[src/rtl/alu_pkg.sv]
// Shared constants for the ALU control path: ALUCntl encodings, MIPS opcode/funct
// values and the decoder result bundle.
package alu_pkg;

   localparam logic [3:0] ALU_ADD  = 4'b1010;
   localparam logic [3:0] ALU_ADDU = 4'b0010;
   localparam logic [3:0] ALU_SUB  = 4'b1110;
   localparam logic [3:0] ALU_SUBU = 4'b0110;
   localparam logic [3:0] ALU_AND  = 4'b0000;
   localparam logic [3:0] ALU_OR   = 4'b0001;
   localparam logic [3:0] ALU_XOR  = 4'b0011;
   localparam logic [3:0] ALU_NOR  = 4'b1100;
   localparam logic [3:0] ALU_SLT  = 4'b1101;
   localparam logic [3:0] ALU_SLTU = 4'b1111;

   localparam logic [5:0] OP_RTYPE = 6'h00;
   localparam logic [5:0] OP_ADDI  = 6'h08;
   localparam logic [5:0] OP_ADDIU = 6'h09;
   localparam logic [5:0] OP_SLTI  = 6'h0A;
   localparam logic [5:0] OP_SLTIU = 6'h0B;
   localparam logic [5:0] OP_ANDI  = 6'h0C;
   localparam logic [5:0] OP_ORI   = 6'h0D;
   localparam logic [5:0] OP_XORI  = 6'h0E;

   localparam logic [5:0] FN_ADD  = 6'h20;
   localparam logic [5:0] FN_ADDU = 6'h21;
   localparam logic [5:0] FN_SUB  = 6'h22;
   localparam logic [5:0] FN_SUBU = 6'h23;
   localparam logic [5:0] FN_AND  = 6'h24;
   localparam logic [5:0] FN_OR   = 6'h25;
   localparam logic [5:0] FN_XOR  = 6'h26;
   localparam logic [5:0] FN_NOR  = 6'h27;
   localparam logic [5:0] FN_SLT  = 6'h2A;
   localparam logic [5:0] FN_SLTU = 6'h2B;

   typedef struct packed {
      logic [3:0] alu_cntl;
      logic       reg_write;
      logic       reg_dst;
      logic       imm_sel;
      logic       sign_ext;
      logic       illegal;
   } dec_t;

endpackage

[src/rtl/alu_ctrl_stage_if.sv]
// Upstream/downstream handshake and payload bundle of the ALU control stage.
// master = the side feeding instructions and consuming results; slave = the stage.
interface alu_ctrl_stage_if #(
   parameter int DATA_W = 32,
   parameter int CNT_W  = 8
);
   logic              in_valid;
   logic              in_ready;
   logic [31:0]       instr;
   logic [DATA_W-1:0] rs_data;
   logic [DATA_W-1:0] rt_data;
   logic              flush;
   logic              out_valid;
   logic              out_ready;
   logic [3:0]        ALUCntl;
   logic              RegWrite;
   logic              RegDst;
   logic [DATA_W-1:0] op_a;
   logic [DATA_W-1:0] op_b;
   logic              illegal;
   logic [CNT_W-1:0]  illegal_cnt;

   modport master (
      output in_valid, instr, rs_data, rt_data, flush, out_ready,
      input  in_ready, out_valid, ALUCntl, RegWrite, RegDst, op_a, op_b, illegal, illegal_cnt
   );

   modport slave (
      input  in_valid, instr, rs_data, rt_data, flush, out_ready,
      output in_ready, out_valid, ALUCntl, RegWrite, RegDst, op_a, op_b, illegal, illegal_cnt
   );
endinterface

[src/rtl/alu_ctrl_decode.sv]
// Combinational decode of an R-type / I-type MIPS ALU instruction into control fields.
// Anything unrecognised comes out as illegal with every control field forced to zero.
module alu_ctrl_decode
   import alu_pkg::*;
#(
   parameter int LEGACY = 0
) (
   input  logic [31:0] instr,
   output dec_t        dec
);

   logic [5:0] op;
   logic [5:0] fn;

   assign op = instr[31:26];
   assign fn = instr[5:0];

   always_comb begin
      dec         = '0;
      dec.illegal = 1'b1;
      if (op == OP_RTYPE) begin
         dec.reg_write = 1'b1;
         dec.reg_dst   = 1'b1;
         dec.illegal   = 1'b0;
         case (fn)
            FN_ADD:  dec.alu_cntl = ALU_ADD;
            FN_ADDU: dec.alu_cntl = ALU_ADDU;
            FN_SUB:  dec.alu_cntl = ALU_SUB;
            FN_SUBU: dec.alu_cntl = ALU_SUBU;
            FN_AND:  dec.alu_cntl = ALU_AND;
            FN_OR:   dec.alu_cntl = ALU_OR;
            FN_XOR:  dec.alu_cntl = ALU_XOR;
            FN_NOR:  dec.alu_cntl = ALU_NOR;
            FN_SLT:  dec.alu_cntl = ALU_SLT;
            FN_SLTU: dec.alu_cntl = ALU_SLTU;
            default: begin
               dec.reg_write = 1'b0;
               dec.reg_dst   = 1'b0;
               dec.illegal   = 1'b1;
            end
         endcase
      end else if (LEGACY == 0) begin
         // arithmetic/compare immediates sign-extend, logical ones zero-extend
         dec.reg_write = 1'b1;
         dec.imm_sel   = 1'b1;
         dec.illegal   = 1'b0;
         case (op)
            OP_ADDI:  begin dec.alu_cntl = ALU_ADD;  dec.sign_ext = 1'b1; end
            OP_ADDIU: begin dec.alu_cntl = ALU_ADDU; dec.sign_ext = 1'b1; end
            OP_SLTI:  begin dec.alu_cntl = ALU_SLT;  dec.sign_ext = 1'b1; end
            OP_SLTIU: begin dec.alu_cntl = ALU_SLTU; dec.sign_ext = 1'b1; end
            OP_ANDI:  dec.alu_cntl = ALU_AND;
            OP_ORI:   dec.alu_cntl = ALU_OR;
            OP_XORI:  dec.alu_cntl = ALU_XOR;
            default: begin
               dec.reg_write = 1'b0;
               dec.imm_sel   = 1'b0;
               dec.illegal   = 1'b1;
            end
         endcase
      end
   end

endmodule

[src/rtl/alu_ctrl_stage.sv]
// Registered decode/control stage between register-file read and the ALU: one-entry
// valid/ready pipeline register, flush support and a saturating illegal-instruction counter.
module alu_ctrl_stage
   import alu_pkg::*;
#(
   parameter int DATA_W = 32,
   parameter int CNT_W  = 8,
   parameter int LEGACY = 0
) (
   input  logic             clk,
   input  logic             rst_n,
   alu_ctrl_stage_if.slave  bus
);

   localparam logic [CNT_W-1:0] CNT_MAX = '1;

   dec_t              dec;
   logic              accept;
   logic [DATA_W-1:0] imm_ext;
   logic [DATA_W-1:0] op_b_next;

   alu_ctrl_decode #(.LEGACY(LEGACY)) u_decode (
      .instr (bus.instr),
      .dec   (dec)
   );

   assign bus.in_ready = !bus.out_valid | bus.out_ready;
   assign accept       = bus.in_valid & bus.in_ready;

   assign imm_ext   = dec.sign_ext ? DATA_W'(signed'(bus.instr[15:0])) : DATA_W'(bus.instr[15:0]);
   assign op_b_next = dec.imm_sel ? imm_ext : bus.rt_data;

   // flush wins over a same-cycle accept; a consume without a refill empties the stage
   always_ff @(posedge clk or negedge rst_n) begin
      if (!rst_n) begin
         bus.out_valid <= 1'b0;
      end else if (bus.flush) begin
         bus.out_valid <= 1'b0;
      end else if (accept) begin
         bus.out_valid <= 1'b1;
      end else if (bus.out_ready) begin
         bus.out_valid <= 1'b0;
      end
   end

   always_ff @(posedge clk or negedge rst_n) begin
      if (!rst_n) begin
         bus.ALUCntl  <= '0;
         bus.RegWrite <= 1'b0;
         bus.RegDst   <= 1'b0;
         bus.illegal  <= 1'b0;
         bus.op_a     <= '0;
         bus.op_b     <= '0;
      end else if (accept && !bus.flush) begin
         bus.ALUCntl  <= dec.alu_cntl;
         bus.RegWrite <= dec.reg_write;
         bus.RegDst   <= dec.reg_dst;
         bus.illegal  <= dec.illegal;
         bus.op_a     <= bus.rs_data;
         bus.op_b     <= op_b_next;
      end
   end

   // counts every accepted illegal entry, including ones a flush then drops
   always_ff @(posedge clk or negedge rst_n) begin
      if (!rst_n) begin
         bus.illegal_cnt <= '0;
      end else if (accept && dec.illegal && (bus.illegal_cnt != CNT_MAX)) begin
         bus.illegal_cnt <= bus.illegal_cnt + 1'b1;
      end
   end

endmodule
[src/flat_wrapper.sv]
// flat-port wrapper written by rule: the top's interface ports become plain ports
module alu_ctrl_stage_flat import alu_pkg::*;
#(
   parameter int DATA_W = 32,
   parameter int CNT_W  = 8,
   parameter int LEGACY = 0
)
  (clk, rst_n, bus_in_valid, bus_instr, bus_rs_data, bus_rt_data, bus_flush, bus_out_ready, bus_in_ready, bus_out_valid, bus_ALUCntl, bus_RegWrite, bus_RegDst, bus_op_a, bus_op_b, bus_illegal, bus_illegal_cnt);
  alu_ctrl_stage_if #(.DATA_W(DATA_W), .CNT_W(CNT_W)) bus_i ();
  input  logic clk;
  input  logic rst_n;
  input wire logic [$bits(bus_i.in_valid)-1:0] bus_in_valid;
  input wire logic [$bits(bus_i.instr)-1:0] bus_instr;
  input wire logic [$bits(bus_i.rs_data)-1:0] bus_rs_data;
  input wire logic [$bits(bus_i.rt_data)-1:0] bus_rt_data;
  input wire logic [$bits(bus_i.flush)-1:0] bus_flush;
  input wire logic [$bits(bus_i.out_ready)-1:0] bus_out_ready;
  output wire logic [$bits(bus_i.in_ready)-1:0] bus_in_ready;
  output wire logic [$bits(bus_i.out_valid)-1:0] bus_out_valid;
  output wire logic [$bits(bus_i.ALUCntl)-1:0] bus_ALUCntl;
  output wire logic [$bits(bus_i.RegWrite)-1:0] bus_RegWrite;
  output wire logic [$bits(bus_i.RegDst)-1:0] bus_RegDst;
  output wire logic [$bits(bus_i.op_a)-1:0] bus_op_a;
  output wire logic [$bits(bus_i.op_b)-1:0] bus_op_b;
  output wire logic [$bits(bus_i.illegal)-1:0] bus_illegal;
  output wire logic [$bits(bus_i.illegal_cnt)-1:0] bus_illegal_cnt;
  assign bus_i.in_valid = bus_in_valid;
  assign bus_i.instr = bus_instr;
  assign bus_i.rs_data = bus_rs_data;
  assign bus_i.rt_data = bus_rt_data;
  assign bus_i.flush = bus_flush;
  assign bus_i.out_ready = bus_out_ready;
  assign bus_in_ready = bus_i.in_ready;
  assign bus_out_valid = bus_i.out_valid;
  assign bus_ALUCntl = bus_i.ALUCntl;
  assign bus_RegWrite = bus_i.RegWrite;
  assign bus_RegDst = bus_i.RegDst;
  assign bus_op_a = bus_i.op_a;
  assign bus_op_b = bus_i.op_b;
  assign bus_illegal = bus_i.illegal;
  assign bus_illegal_cnt = bus_i.illegal_cnt;
  alu_ctrl_stage #(.DATA_W(DATA_W), .CNT_W(CNT_W), .LEGACY(LEGACY)) u_core (.clk(clk), .rst_n(rst_n), .bus(bus_i));
endmodule
[config.mk]
export PLATFORM = sky130hd
export DESIGN_NAME = alu_ctrl_stage_flat
export DESIGN_NICKNAME = d
export VERILOG_FILES = /design/src/rtl/alu_pkg.sv /design/src/rtl/alu_ctrl_stage_if.sv /design/src/rtl/alu_ctrl_decode.sv /design/src/rtl/alu_ctrl_stage.sv /design/src/flat_wrapper.sv
export SDC_FILE = /design/constraint.sdc
export NUM_CORES = 1
export LEC_CHECK = 0
export CAP_MARGIN = 20
export CELL_PAD_IN_SITES_DETAIL_PLACEMENT = 0
export CELL_PAD_IN_SITES_GLOBAL_PLACEMENT = 1
export CORE_MARGIN = 10
export CORE_UTILIZATION = 30
export DETAILED_ROUTE_END_ITERATION = 16
export PLACE_DENSITY = 0.79
export SYNTH_ARGS = -nofsm -noshare
export SYNTH_HDL_FRONTEND = slang
export SYNTH_HIERARCHICAL = 1
export SYNTH_SLANG_ARGS = --single-unit
[constraint.sdc]
create_clock -name clk -period 1.9 [get_ports clk]
set_input_delay 0.57 -clock clk [delete_from_list [all_inputs] [get_ports clk]]
set_output_delay 0.57 -clock clk [all_outputs]
set_load 0.05 [all_outputs]
==> impl_metrics.toml, run 1 <==
[synthesis]
muxShareOfSynthArea_pct = 18.0
synth_most_common_cell = "dfrtp_1"
yosys.area_share.adder_pct = 0.352
synth.avg_cell_area_sq_um = 11.8
synth_top_family_by_area = "multiplexers"
ys_seq_area_share_pct = 56.3
synth-seq-cells = 80
synth_cells = 302
synth-compound-area-share_pct = 8.26
synth_flop_cell = "dfrtp_1"
synth-xor-area-share_pct = 1.72
syn-cell-area_sq_um = 3560
synth_edf_count = 0
yosysUniqueCellTypes = 35
post-synth-top-area-cell = "dfrtp_1"
synth-warning-count = 6
synth_top_area_share_pct = 56.3
synth-simple-area-share_pct = 12.6
ys_async_sr_fraction_pct = 100
synth_nets = 404
synthTopCellsByArea = "dfrtp_1 (56%), mux2_2 (12%), mux2i_1 (5.1%), nor2_1 (4.5%), nand2b_1 (3.5%)"
synthTopCellsByCount = "dfrtp_1 (80), nor2_1 (43), mux2_2 (38)"

[grt]
grtUsageTotal_pct = 13.5
antenna_found_initial = 0
grt_pass1_wl_microns = 17700
grt_start_max_net_pins = 31
first_global_vias = 3286
overflow = 0

[critical_path]
worst-path-buf-inv = 1
cp-end-kind = "register"
cp.arrival_ps = 2200
r2r_setup_slack_ps = 310
crit_required_ps = 2120
slowest_stage = "or4_4"
cp_max_fo = 3
cp_cell_sequence = "buf_6 > or4_4 > nor4_4 > a21boi_4 > nor2_4 > nand4_1 > nor3_2 > mux2_4"
cp_top_family = "simple AND/OR/NAND/NOR gates"
slowest_delay_ps = 530
path_class = "in2reg"
start_kind = "primary input"

[timing]
slew_viol_final = 0
fin_ws_ps = -83.3
setup-tns-final_ps = -273
rsz0062_at_grt = "yes"
slew_headroom_pct = 73.1
final_hold_viol_count = 0
fmax_mhz = 504
final-setup-viol-count = 6
fin_crit_sh_pct = 104
fin_skew_ps = 5.20
tightest_slew_ps = 403
fin_crit_ps = 1980

[die]
die_x_microns = 129
dieArea_sq_um = 16600
io_pins = 182
initial_utilization_pct = 30.9
num_rows = 39
die_h_microns = 129
core-area_sq_um = 11500

[routing]
dr_wl_met2_microns = 6120
drt_wl_total_microns = 11400
viasPerCell = 4.64
drt_iter0_drc = 130
drt-met1-wl_microns = 4470
routedWlPerCell_microns = 17.5
drt_first_pass_iters = 4
met3_length_microns = 737
vias = 3027
drc = 0
top_layer_used = "met4"
detail-route-antenna-nets = 0

[hold_path]
hold_path.class = "in2async"

[power_and_ir_drop]
vdd_drop_max_uv = 413
powerDensity_nw_per_um2 = 1100
leakage_nw = 2.66

[clock_tree]
insertion_delay_ps = 340
cts_tree = "yes"
cts_hold_buf = 0
cts.sinks = 80
cts_buffers = 9
clockRootBuffer = "clkbuf_16"
cts_max_level = 3
clockBufferDepth = 2
path_clk_slew_ps = 60

[status]
failed_checks = "negative setup slack"
status = "complete, but fails checks"

[cells_and_area]
nets = 607
area_growth_pct = 69.3
antenna_cells = 0
final_cells = 653
drive_above_1_share_pct = 38.2

[placement]
dp.cells = 627
numPortBuffers = 171
routabilityCongestion = 0.738
dp_hpwl_microns = 8770

[run]
maxCapViolations = 0
final cells by class:
class	count	area, sq um
fill	1018	5490
sequential	80	2000
timing repair buffer	209	1980
multi-input combinational	203	1570
clock buffer	10	229
tap	143	179
clock inverter	6	60.1
inverter	2	7.51
kinds of logic after synthesis:
kind of cell	after synthesis
AO/OA/AOI/OAI	47
XOR/XNOR	7
adder cells (fa/ha/maj)	1
buffers and inverters	19
flip-flops	80
multiplexers	59
AND/OR/NAND/NOR	89
registers in the layout, indices dropped and copies added, names as in the netlist:
signal	flops
u_core/bus.RegDst	1
u_core/bus.illegal	1
u_core/bus.RegWrite	1
u_core/bus.illegal_cnt	8
u_core/bus.op_a	32
u_core/bus.ALUCntl	4
u_core/bus.op_b	32
u_core/bus.out_valid	1
report_power, final:
part	total [mW]	switching (mW)	internal, mW	leakage [nW]
registers	2.28	0.264	2.01	0.935
logic	2.65	1.62	1.02	1.59
clock network	1.71	0.698	1.01	0.138
total	6.63	2.59	4.04	2.66
worst reg2reg max path, cell delays in order (launching register included):
cell and delay (ps):
dfrtp_1 430, ha_1 240, nand3_1 160, o2111ai_4 180, buf_6 180, nor4_4 150
xor2_1 170
final timing paths:
check,start,end,cells after the start
worst max-delay path,bus_instr[29],u_core/bus.illegal_cnt[6]$_DFFE_PN0P_,8
worst min-delay path,rst_n,u_core/bus.op_b[22]$_DFFE_PN0P_,1
worst max register to register,u_core/bus.illegal_cnt[0]$_DFFE_PN0P_,u_core/bus.illegal_cnt[7]$_DFFE_PN0P_,6
worst min register to register,u_core/bus.op_a[13]$_DFFE_PN0P_,u_core/bus.op_a[13]$_DFFE_PN0P_,1
max in group asynchronous,rst_n,u_core/bus.op_b[26]$_DFFE_PN0P_,2
min in group clk,u_core/bus.op_a[13]$_DFFE_PN0P_,u_core/bus.op_a[13]$_DFFE_PN0P_,1
through the flow:
| step | area, sq um | utilization (%) | total power, mW | hold WS [ps] | setup WS [ps] |
|---|---|---|---|---|---|
| global route | 6020 | 52.3 | 6.92 | 185 | -114 |
| floorplan | 3580 | - | 3.77 | 274 | -308 |
| finish | 6020 | 52.3 | 6.63 | 162 | -83.3 |
| CTS | 5960 | 51.7 | 6.69 | 174 | -174 |
| global placement | 5500 | 47.8 | 4.85 | 478 | -720 |
| detailed placement | 5500 | 47.8 | 4.90 | 485 | -779 |
placed cells by master, fill, tap and decap left out, drive strengths merged, types with 3 or more instances in the layout:
| master | n |
|---|---|
| dfrtp | 80 |
| nor2 | 43 |
| nand2b | 20 |
| clkinv | 3 |
| o21ai | 4 |
| nand2 | 9 |
| dlygate4sd2 | 3 |
| buf | 122 |
| a21oi | 19 |
| nand3 | 4 |
| nor3 | 3 |
| mux2 | 41 |
| mux2i | 18 |
| xor2 | 5 |
| clkbuf | 11 |
| clkdlybuf4s50 | 79 |
| dlymetal6s2s | 3 |
| a31oi | 17 |
layer usage:
metal,vias up,GRT usage (%)
met4,0,4.01
met3,7,4.52
met1,1465,14.4
met5,-,0
li1,1463,-
met2,92,24.8
what timing repair did:
item	4_1_cts	5_1_grt
setup endpoints to repair	46	15
gates resized for setup	34	11
pin swaps	6	4
setup buffers	6	3
cloned	1	0
Power figures use the tool's default switching activity.
==> run 2: changes to the inputs <==
CORE_UTILIZATION = 32   (was 30)
PLACE_DENSITY = 0.84   (was 0.79)
clock period = 2.3 ns   (was 1.9 ns; I/O delays follow)
==> run 2 against run 1 <==
  * The flow now finishes without violations
  * First-iteration DRC count is 4.6% higher
  * Global-route usage is 0.12 points lower
  * Die area is 5.3% lower
  * Cell count is 3.1% lower
  * Critical path depth is 4 lower
  * Clock-buffer cell count is 2 higher
  * Clock skew is 2.9 ps higher
  * Clock power is 46% lower
  * Register-to-register slack better by 420 ps
  * Power is 27% lower
  * Sequential power is 19% lower
  * Hold slack better by 190 ps
==> impl_metrics.toml, run 2 (same netlist as run 1, synthesis figures left out) <==
[critical_path]
cp.arrival_ps = 1580
cp_top_family = "buffers and inverters"
crit_path_start = "bus_out_ready"
crit_required_ps = 1610
cp_cell_sequence = "clkdlybuf4s50_1 > nor2b_4 > inv_1 > buf_4"
slowest_stage = "clkdlybuf4s50_1"
start_kind = "primary input"
crit_path_end = "bus_in_ready"
r2r-start = "u_core/bus.out_valid$_DFFE_PN0P_"
slowest_delay_ps = 450
cp_max_fo = 3
r2r_setup_slack_ps = 730
reg2reg_depth = 6
path_class = "in2out"
cp.depth = 4
worst-path-buf-inv = 3
cp-end-kind = "output port"
r2r-end = "u_core/bus.op_b[10]$_DFFE_PN0P_"

[power_and_ir_drop]
powerDensity_nw_per_um2 = 845
vdd_drop_max_uv = 596
leakage_nw = 2.37

[die]
io_pins = 182
dieArea_sq_um = 15700
core-area_sq_um = 10800
die_x_microns = 125
num_rows = 38
die_h_microns = 125
initial_utilization_pct = 32.8

[placement]
numPortBuffers = 171
dp.cells = 617
routabilityCongestion = 0.804
dp_hpwl_microns = 8350

[clock_tree]
clockBufferDepth = 2
clockRootBuffer = "clkbuf_8"
cts_max_level = 3
cts.sinks = 80
cts_tree = "yes"
cts_setup_buffers = 0
cts_buffers = 9
path_clk_slew_ps = 80
insertion_delay_ps = 340
cts_hold_buf = 0

[cells_and_area]
largestRegisters = "u_core/bus.op_a x32, u_core/bus.op_b x32, u_core/bus.illegal_cnt x8"
area_growth_pct = 61.6
layout_commonest_cell = "clkdlybuf4s50_1"
n_fill_cell = 994
antenna_cells = 0
final_cells = 633
final_cell_mix = "clkdlybuf4s50_1 (146), dfrtp_1 (80), nor2_1 (42)"
regArea_sq_um = 2000
nets = 590
multi_input_comb_area_sq_um = 1510
fin_util_pct = 53.0
drive_above_1_share_pct = 20.7

[timing]
slew_headroom_pct = 64.0
fmax_mhz = 441
fin_skew_ps = 8.05
final_hold_viol_count = 0
fin_crit_ps = 2270
setup-tns-final_ps = 0
rsz0062_at_grt = "no"
final-setup-viol-count = 0
slew_viol_final = 0
fin_crit_sh_pct = 98.7
tightest_slew_ps = 538

[grt]
grt_pass1_wl_microns = 17200
overflow = 0
grt_start_max_net_pins = 81
first_global_vias = 3159
grtUsageTotal_pct = 13.4
antenna_found_initial = 0

[status]
status = "complete, no violations"

[routing]
routedWlPerCell_microns = 16.9
vias = 2935
drc = 0
drt_wl_total_microns = 10700
drt_first_pass_iters = 4
drt_iter0_drc = 136
viasPerCell = 4.64
detail-route-antenna-nets = 0

[run]
maxCapViolations = 0

[hold_path]
hold_path.class = "in2async"
-- run 2: through the flow --
step | hold WS, ps | setup WS, ps | cell area (sq um) | total power, mW
2_1_floorplan | 394 | -33.9 | 3560 | 3.11
3_3_place_gp | 468 | -440 | 5540 | 3.94
3_5_place_dp | 482 | -499 | 5540 | 3.98
4_1_cts | 367 | 19.1 | 5740 | 4.93
5_1_grt | 377 | 0.164 | 5750 | 5.13
6_report | 354 | 30.4 | 5750 | 4.86
-- run 2: report_power, final --
| group | total, mW | switching (mW) | internal [mW] | leakage [nW] |
|---|---|---|---|---|
| clock | 0.925 | 0.500 | 0.425 | 0.0866 |
| sequential | 1.84 | 0.182 | 1.66 | 0.935 |
| combinational | 2.09 | 1.31 | 0.781 | 1.35 |
-- run 2: timing repair --
| item | CTS | global route |
|---|---|---|
| pin swaps | 5 | 1 |
| setup endpoints to repair | 8 | 16 |
| hold endpoints to repair | 0 | 0 |
| resized for setup | 14 | 2 |
-- run 2: worst min path at each step --
stage | endpoint | cells after the start | startpoint
6_report | u_core/bus.op_b[19]$_DFFE_PN0P_ | 2 | rst_n
5_1_grt | u_core/bus.op_b[19]$_DFFE_PN0P_ | 2 | rst_n
4_1_cts | u_core/bus.op_b[31]$_DFFE_PN0P_ | 2 | rst_n
3_5_place_dp | u_core/bus.op_a[13]$_DFFE_PN0P_ | 1 | u_core/bus.op_a[13]$_DFFE_PN0P_
3_3_place_gp | u_core/bus.op_a[12]$_DFFE_PN0P_ | 1 | u_core/bus.op_a[12]$_DFFE_PN0P_
2_1_floorplan | u_core/bus.ALUCntl[0]$_DFFE_PN0P_ | 0 | rst_n
-- run 2: area by class of cell --
type | instances | area share, %
clock buffer | 12 | 2.52
clock inverter | 4 | 0.522
inverter | 2 | 0.131
multi-input combinational | 203 | 26.2
sequential | 80 | 34.8
tap | 140 | 3.05
timing repair buffer | 192 | 32.7
-- run 2: routing by layer --
metal / routed length, microns / global-route usage, % / vias up / part of all wire, %
li1: - / - / 1425 / -
met1: 4350 / 15.2 / 1420 / 41
met2: 5670 / 23.7 / 79 / 53
met3: 507 / 3.00 / 11 / 4.7
met4: 187 / 5.28 / 0 / 1.7
met5: 0 / 0 / - / 0
==> run 3: changes to the inputs <==
CORE_MARGIN = 3   (was 10)
GPL_ROUTABILITY_DRIVEN = 0   (was unset)
==> run 3 against run 2 <==
  * Cell count down 0.47%
  * Fmax increased by 1.0%
  * Via count increased by 1.6%
  * Non-clock buffer count up 2
  * Setup slack better by 23 ps
  * Die area decreased by 21%
  * Register-to-register slack got worse by 120 ps
  * Critical path type is now reg2out
  * Highest routed layer unchanged
==> impl_metrics.toml, run 3 (same netlist as run 1, synthesis figures left out) <==
[routing]
drt_iter0_drc = 90
detail-route-antenna-nets = 0
drt_first_pass_iters = 4
viasPerCell = 4.73
vias = 2982
drt_wl_total_microns = 9800
routedWlPerCell_microns = 15.6
drc = 0

[power_and_ir_drop]
leakage_nw = 2.36
swShare_pct = 40.6
power_mw = 4.95
switching_power_mw = 2.01
vdd_drop_max_uv = 604
combPwrFrac_pct = 42.2
internal_power_mw = 2.94
seq_power_share_pct = 37.3
powerDensity_nw_per_um2 = 857
p_clk_share_pct = 20.5

[die]
core-area_sq_um = 10600
io_pins = 182
dieArea_sq_um = 12400
initial_utilization_pct = 33.7
num_rows = 37
die_h_microns = 111
die_x_microns = 111

[cells_and_area]
final_cell_mix = "clkdlybuf4s50_1 (155), dfrtp_1 (80), nor2_1 (42)"
nets = 592
fin_util_pct = 54.7
antenna_cells = 0
largestRegisters = "u_core/bus.op_a x32, u_core/bus.op_b x32, u_core/bus.illegal_cnt x8"
layout_commonest_cell = "clkdlybuf4s50_1"
area_growth_pct = 62.2
drive_above_1_share_pct = 20.4

[critical_path]
cp_max_fo = 2
cp-end-kind = "output port"
path_class = "reg2out"
slowest_stage = "clkdlybuf4s50_1"
r2r-end = "u_core/bus.op_b[4]$_DFFE_PN0P_"
worst-path-buf-inv = 1
start_kind = "register"
cp.depth = 1
reg2reg_depth = 7
cp_top_family = "buffers and inverters"
crit_required_ps = 1610
r2r_setup_slack_ps = 610
r2r-start = "u_core/bus.out_valid$_DFFE_PN0P_"
slowest_delay_ps = 820
cp_cell_sequence = "clkdlybuf4s50_1"
cp.arrival_ps = 1560

[status]
status = "complete, no violations"

[clock_tree]
cts_hold_buf = 0
clockRootBuffer = "clkbuf_8"
cts.sinks = 80
cts_buffers = 9
cts_max_level = 3
path_clk_slew_ps = 80
insertion_delay_ps = 350
clockBufferDepth = 2
cts_tree = "yes"

[placement]
numPortBuffers = 171
dp_hpwl_microns = 7370
place_ws_ps = -554

[grt]
grtUsageTotal_pct = 15.7
overflow = 0
antenna_found_initial = 0
grt_pass1_wl_microns = 15800
first_global_vias = 3134
grt_start_max_net_pins = 50

[timing]
fin_skew_ps = 7.34
fin_crit_ps = 2250
fmax_mhz = 445
slew_headroom_pct = 57.2
tightest_slew_ps = 642
rsz0062_at_grt = "no"
final_hold_viol_count = 0
fin_crit_sh_pct = 97.7
final-setup-viol-count = 0
slew_viol_final = 0
fin_ws_ps = 53.4

[hold_path]
hold_path.class = "in2async"

[run]
maxCapViolations = 0
-- run 3: cell types whose count changed in the layout (fill, tap and decap cells not counted), moves of 2 or more --
| cell | previous run | this run |
|---|---|---|
| clkdlybuf4s50_1 | 146 | 155 |
| dlygate4sd2_1 | 3 | 1 |
| buf_4 | 34 | 31 |
| buf_6 | 2 | 0 |
-- run 3: power by group through the flow --
stage / clock network, mW / registers [mW] / logic [mW]
2_1_floorplan: 0 / 2.75 / 0.365
3_3_place_gp: 0 / 1.86 / 2.06
3_5_place_dp: 0 / 1.87 / 2.09
4_1_cts: 1.06 / 1.85 / 2.10
5_1_grt: 1.10 / 1.88 / 2.19
6_report: 1.02 / 1.85 / 2.09
-- run 3: per-stage QoR --
step	TNS [ps]	instance area (sq um)	hold WS (ps)	cells
finish	0	5770	345	630
detailed placement	-6970	5540	477	612
CTS	0	5760	369	629
global placement	-6090	5540	470	612
floorplan	-34.9	3560	394	302
global route	0	5770	399	630
-- run 3: how the worst max path moves through the flow --
| stage | startpoint | to |
|---|---|---|
| floorplan | bus_instr[26] | u_core/bus.illegal_cnt[1]$_DFFE_PN0P_ |
| global placement | bus_instr[26] | u_core/bus.illegal_cnt[6]$_DFFE_PN0P_ |
| detailed placement | bus_instr[26] | u_core/bus.illegal_cnt[3]$_DFFE_PN0P_ |
| CTS | bus_instr[27] | u_core/bus.illegal_cnt[3]$_DFFE_PN0P_ |
| global route | u_core/bus.op_b[31]$_DFFE_PN0P_ | bus_op_b[31] |
| finish | u_core/bus.illegal$_DFFE_PN0P_ | bus_illegal |
-- run 3: cell type report --
type	count	area (sq um)
sequential	80	2000
clock inverter	5	58.8
multi-input combinational	203	1510
clock buffer	10	128
fill	946	4780
timing repair buffer	194	1900
inverter	2	7.51
tap	136	170
-- run 3: repair_timing --
| action | CTS | global route |
|---|---|---|
| endpoints found under the setup margin | 8 | 7 |
| endpoints found under the hold margin | 0 | 0 |
| setup buffers | 2 | 1 |
| pin swaps | 7 | 1 |
| resized for setup | 14 | 2 |
-- run 3: metal layers --
metal  track usage [%]  part of all wire, %
met5                 0                    0
met1              18.8                   42
met4              6.81                  2.1
met2              26.8                   50
met3              4.13                  6.4
==> patch 1 (config.mk and constraints of run 2) <==
`LEGACY` is set to 0 in 3 places; all go to 1.
--- a/src/rtl/alu_ctrl_decode.sv
+++ b/src/rtl/alu_ctrl_decode.sv
@@ -3,7 +3,7 @@
 module alu_ctrl_decode
    import alu_pkg::*;
 #(
-   parameter int LEGACY = 0
+   parameter int LEGACY = 1
 ) (
    input  logic [31:0] instr,
    output dec_t        dec
--- a/src/rtl/alu_ctrl_stage.sv
+++ b/src/rtl/alu_ctrl_stage.sv
@@ -5,7 +5,7 @@
 #(
    parameter int DATA_W = 32,
    parameter int CNT_W  = 8,
-   parameter int LEGACY = 0
+   parameter int LEGACY = 1
 ) (
    input  logic             clk,
    input  logic             rst_n,
--- a/src/flat_wrapper.sv
+++ b/src/flat_wrapper.sv
@@ -3,7 +3,7 @@
 #(
    parameter int DATA_W = 32,
    parameter int CNT_W  = 8,
-   parameter int LEGACY = 0
+   parameter int LEGACY = 1
 )
   (clk, rst_n, bus_in_valid, bus_instr, bus_rs_data, bus_rt_data, bus_flush, bus_out_ready, bus_in_ready, bus_out_valid, bus_ALUCntl, bus_RegWrite, bus_RegDst, bus_op_a, bus_op_b, bus_illegal, bus_illegal_cnt);
   alu_ctrl_stage_if #(.DATA_W(DATA_W), .CNT_W(CNT_W)) bus_i ();
Behaviour: not the same (Yosys sat finds a counterexample within 4 cycles, from zero or initial values and one cycle with rst_n low).
==> patch 1 against run 2 <==
Synthesized area decreased by 1.6%. Cell count decreased by 3.0%. Power increased by 3.2%. Design area decreased by 2.1%. Worst setup slack improved by 0.0065 ns. Sequential cell count unchanged. Routed wire length decreased by 4.5%. Register-to-register slack got worse by 0.09 ns. Critical path type unchanged.
==> patch 1: results (changes against run 2) <==
stage,metric,value,unit,change
status,status,"complete, no violations",,
global_routing,met2 usage,21.53,%,-2.2 points
synth,Post-synth top cells,"80 x dfrtp_1, 39 x nor2_1, 38 x mux2_2",,
cells_and_area,clk tree area frac,3.935,%,+0.89 points
cells_and_area,fin util,52.14,%,-0.89 points
route,DR pass1 iterations,5,,+1
global_routing,number of global-route vias before repair,3144,,-0.47%
route,WL per Instance,16.66,um,-1.5%
route,metal2 WL,4886,um,-14%
cells_and_area,seq_cells,80,,unchanged
cells_and_area,fillers,966,,-2.8%
critical_path,Worst R2R End,u_core/bus.op_b[7],,
cells_and_area,Final Non-Filler Cells,614,,-3.0%
place,dpl cell area,5398,um2,-2.5%
route,met1 wire length,4078,um,-6.2%
global_routing,GRT Resource Usage Total,13.11,%,-0.29 points
cells_and_area,share of cells above drive strength 1,18.14,%,-2.5 points
cells_and_area,Final non-clock buffer share,32.39,%,-0.32 points
critical_path,r2r setup slk,0.64,ns,-0.09 ns
sta,Clock Skew,0.01014,ns,+0.002087 ns
global_routing,GR Util met3,6.553,%,+3.6 points
route,Iter 0 DRT Violations,137,,+0.74%
sta,Fin Hold WS,0.3107,ns,-0.04287 ns
place,Detail Placement HPWL,7844,um,-6.0%
place,dpl cells,598,,-3.1%
synth,top area cells in the synthesized netlist,"dfrtp_1 57%, mux2_2 12%, mux2i_1 5.1%, nor2_1 4.2%, nand2b_1 3.2%",,
==> patch 1: worst max-delay path by stage <==
stage                                 to  depth (start not counted)                  start  slack, ns
2_1_floorplan  u_core/bus.illegal_cnt[6]                          5   u_core/bus.out_valid       0.27
3_3_place_gp   u_core/bus.illegal_cnt[6]                          7           bus_instr[4]      -0.21
3_5_place_dp   u_core/bus.illegal_cnt[6]                          7           bus_instr[4]      -0.24
4_1_cts                     bus_op_b[15]                          1    u_core/bus.op_b[15]       0.03
5_1_grt                   bus_ALUCntl[2]                          1  u_core/bus.ALUCntl[2]     0.0001
6_report                    bus_in_ready                          4          bus_out_ready       0.04
==> patch 1: repair_timing <==
action                                 4_1_cts  5_1_grt
hold buffers                                 0        0
gates resized for setup                      2        2
setup endpoints to repair                    2        2
endpoints found under the hold margin        0        0
==> patch 1: power breakdown <==
part	leakage (nW)	switching (mW)	total, mW	internal [mW]
combinational	1.31	1.28	2.04	0.757
sequential	0.939	0.184	1.84	1.66
clock	0.107	0.522	1.14	0.617
==> patch 2 (flow settings as in run 2) <==
Made on the original files. Make the reset (`rst_n`) synchronous in 3 clocked blocks.
--- a/src/rtl/alu_ctrl_stage.sv
+++ b/src/rtl/alu_ctrl_stage.sv
@@ -31,7 +31,7 @@
    assign op_b_next = dec.imm_sel ? imm_ext : bus.rt_data;
 
    // flush wins over a same-cycle accept; a consume without a refill empties the stage
-   always_ff @(posedge clk or negedge rst_n) begin
+   always_ff @(posedge clk) begin
       if (!rst_n) begin
          bus.out_valid <= 1'b0;
       end else if (bus.flush) begin
@@ -43,7 +43,7 @@
       end
    end
 
-   always_ff @(posedge clk or negedge rst_n) begin
+   always_ff @(posedge clk) begin
       if (!rst_n) begin
          bus.ALUCntl  <= '0;
          bus.RegWrite <= 1'b0;
@@ -62,7 +62,7 @@
    end
 
    // counts every accepted illegal entry, including ones a flush then drops
-   always_ff @(posedge clk or negedge rst_n) begin
+   always_ff @(posedge clk) begin
       if (!rst_n) begin
          bus.illegal_cnt <= '0;
       end else if (accept && dec.illegal && (bus.illegal_cnt != CNT_MAX)) begin
Function: differs if rst_n is asserted again (counterexample within 4 cycles, from zero or initial values and one cycle with rst_n low); with rst_n held inactive, the same outputs for 10 cycles.
==> patch 2 against run 2 <==
Clock skew up 0.0033 ns. Maximum frequency fell by 0.44%. Synthesized area down 0.39%. Routed wire length is 11% higher. Worst setup slack lost 0.010 ns. Synthesized cell count increased by 34%. Design area is 1.3% higher. Via count up 18%. Sequential cell count did not move. Global-route usage grew 1.3 points. Critical endpoint is now u_core/bus.illegal_cnt[5]. Largest cell class is now buffers.
Power is not compared: it rests on default switching activity, and its combinational part moved more than twofold at a synthesized area within 25%.
==> patch 2: results (changes against run 2) <==
stage,metric,value,unit,change
place,dpl cells,710,,+15%
route,WL per Instance,16.21,um,-4.2%
place,input/output buffers,171,,unchanged
synth,top area cells in the synthesized netlist,"dfxtp_1 45%, nand2_1 11%, a21boi_0 8.0%, mux2i_1 5.4%, o211a_1 4.8%",,
sta,Clock Skew,0.01138,ns,+0.003321 ns
global_routing,met1 usage,17.24,%,+2.0 points
route,Iter 0 DRT Violations,152,,+12%
critical_path,crit-path max cell delay,0.57,ns,+0.12 ns
place,gp weighted congestion,0.8492,,+5.6%
synth,sequential area share after synthesis,45.18,%,-11 points
route,met3 routed WL,1146,um,+130%
critical_path,worst path arrival time,2.53,ns,+0.95 ns
critical_path,Top Family by Delay on Critical Path,simple AND/OR/NAND/NOR gates,,
global_routing,GR Util met3,6.971,%,+4.0 points
synth,top_reg_cell synth,dfxtp_1,,
global_routing,met2 usage,22.96,%,-0.77 points
cells_and_area,fillers,1024,,+3.0%
global_routing,pin count of the biggest net entering global routing,42,,-48%
status,status,"complete, no violations",,
place,Detail Placement HPWL,9101,um,+9.0%
clocking,clk buf depth,2,,unchanged
cells_and_area,share of cells above drive strength 1,11.68,%,-9.0 points
clocking,H-Tree Depth,3,,unchanged
global_routing,first-pass GRT wire length,19110,um,+11%
synth,Post-Synth XOR/XNOR Area,0.4942,%,-1.2 points
synth,fraction of the mapped netlist area in compound gates,22.20,%,+14 points
cells_and_area,nets@finish,688,,+17%
route,Vias/cell,4.721,,+1.8%
worst_hold_path,Hold Path Class,register to register,,
synth,Post-synth top cells,"106 x nand2_1, 80 x dfxtp_1, 38 x a21boi_0",,
critical_path,worst-path fanout max,4,,+1
critical_path,r2r setup slk,0.76,ns,+0.03 ns
cells_and_area,area of the multi-input gates,1839,um2,+22%
route,met1 wire length,5287,um,+22%
global_routing,GRT Resource Usage Total,14.74,%,+1.3 points
synth,post-synthesis adder-cell area fraction,0.3530,%,+0.0014 points
clocking,CTS root buf,clkbuf_8,,
place,pre-CTS WS,-0.5616,ns,-0.06246 ns
cells_and_area,Final Non-Filler Cells,731,,+15%
synth,Unique masters post-synth,47,,+34%
critical_path,cell count of the worst reg-to-reg path,7,,+1
synth,cells after synthesis,404,,+34%
synth,Synth top area share,45.18,%,-11 points
synth,ys async rst share,0,%,-100 points
clocking,CTS Buf Count,9,,unchanged
synth,mux contribution to synthesized area,5.365,%,-13 points
synth,post-synth net total,506,,+25%
critical_path,RR Startpoint,u_core/bus.out_valid,,
sta,Worst-Margin Slew,0.5411,ns,+0.002665 ns
global_routing,number of global-route vias before repair,3578,,+13%
place,dpl cell area,5525,um2,-0.18%
sta,Fin Hold WS,0.4620,ns,+0.1084 ns
critical_path,Worst R2R End,u_core/bus.illegal_cnt[5],,
[patch 2: cell types whose count changed after synthesis, moves of 8 or more]
cell,change
a21boi_0,+38
a31oi_1,-14
clkbuf_1,+8
dfrtp_1,-80
dfxtp_1,+80
mux2_2,-38
nand2_1,+97
nor2_1,-33
o211a_1,+17
o21ai_0,+17
[patch 2: layout make-up]
type | count | share of cell area, %
repair buffers | 199 | 33.83
well taps | 140 | 3.009
clock inverters | 4 | 1.268
inverters | 2 | 0.1289
clock buffers | 12 | 2.665
multi-input cells | 294 | 31.59
flip-flops and latches | 80 | 27.51
[patch 2: timing repair]
item,4_1_cts,5_1_grt
pin swaps,5,1
gates resized for setup,20,6
setup endpoints to repair,9,11
buffers inserted,3,2
[patch 2: how the worst max path moves through the flow]
| stage | startpoint | to | slack (ns) | depth (start not counted) |
|---|---|---|---|---|
| detailed placement | bus_instr[26] | u_core/bus.illegal_cnt[4] | -0.56 | 9 |
| global route | bus_instr[5] | u_core/bus.illegal_cnt[6] | -0.00001 | 9 |
| global placement | bus_instr[26] | u_core/bus.illegal_cnt[4] | -0.54 | 9 |
| CTS | bus_instr[28] | u_core/bus.illegal_cnt[6] | 0.006 | 9 |
| finish | bus_instr[31] | u_core/bus.illegal_cnt[5] | 0.02 | 10 |
| floorplan | bus_instr[26] | u_core/bus.illegal_cnt[6] | -0.07 | 8 |
[patch 2: logic make-up (layout without fill, tap and decap cells)]
family / count (synthesis) / in the layout
flip-flops: 80 / 80
multiplexers: 19 / 19
XOR/XNOR: 2 / 2
buffers and inverters: 30 / 217
adder cells (fa/ha/maj): 1 / 1
AO/OA/AOI/OAI: 110 / 110
AND/OR/NAND/NOR: 162 / 162
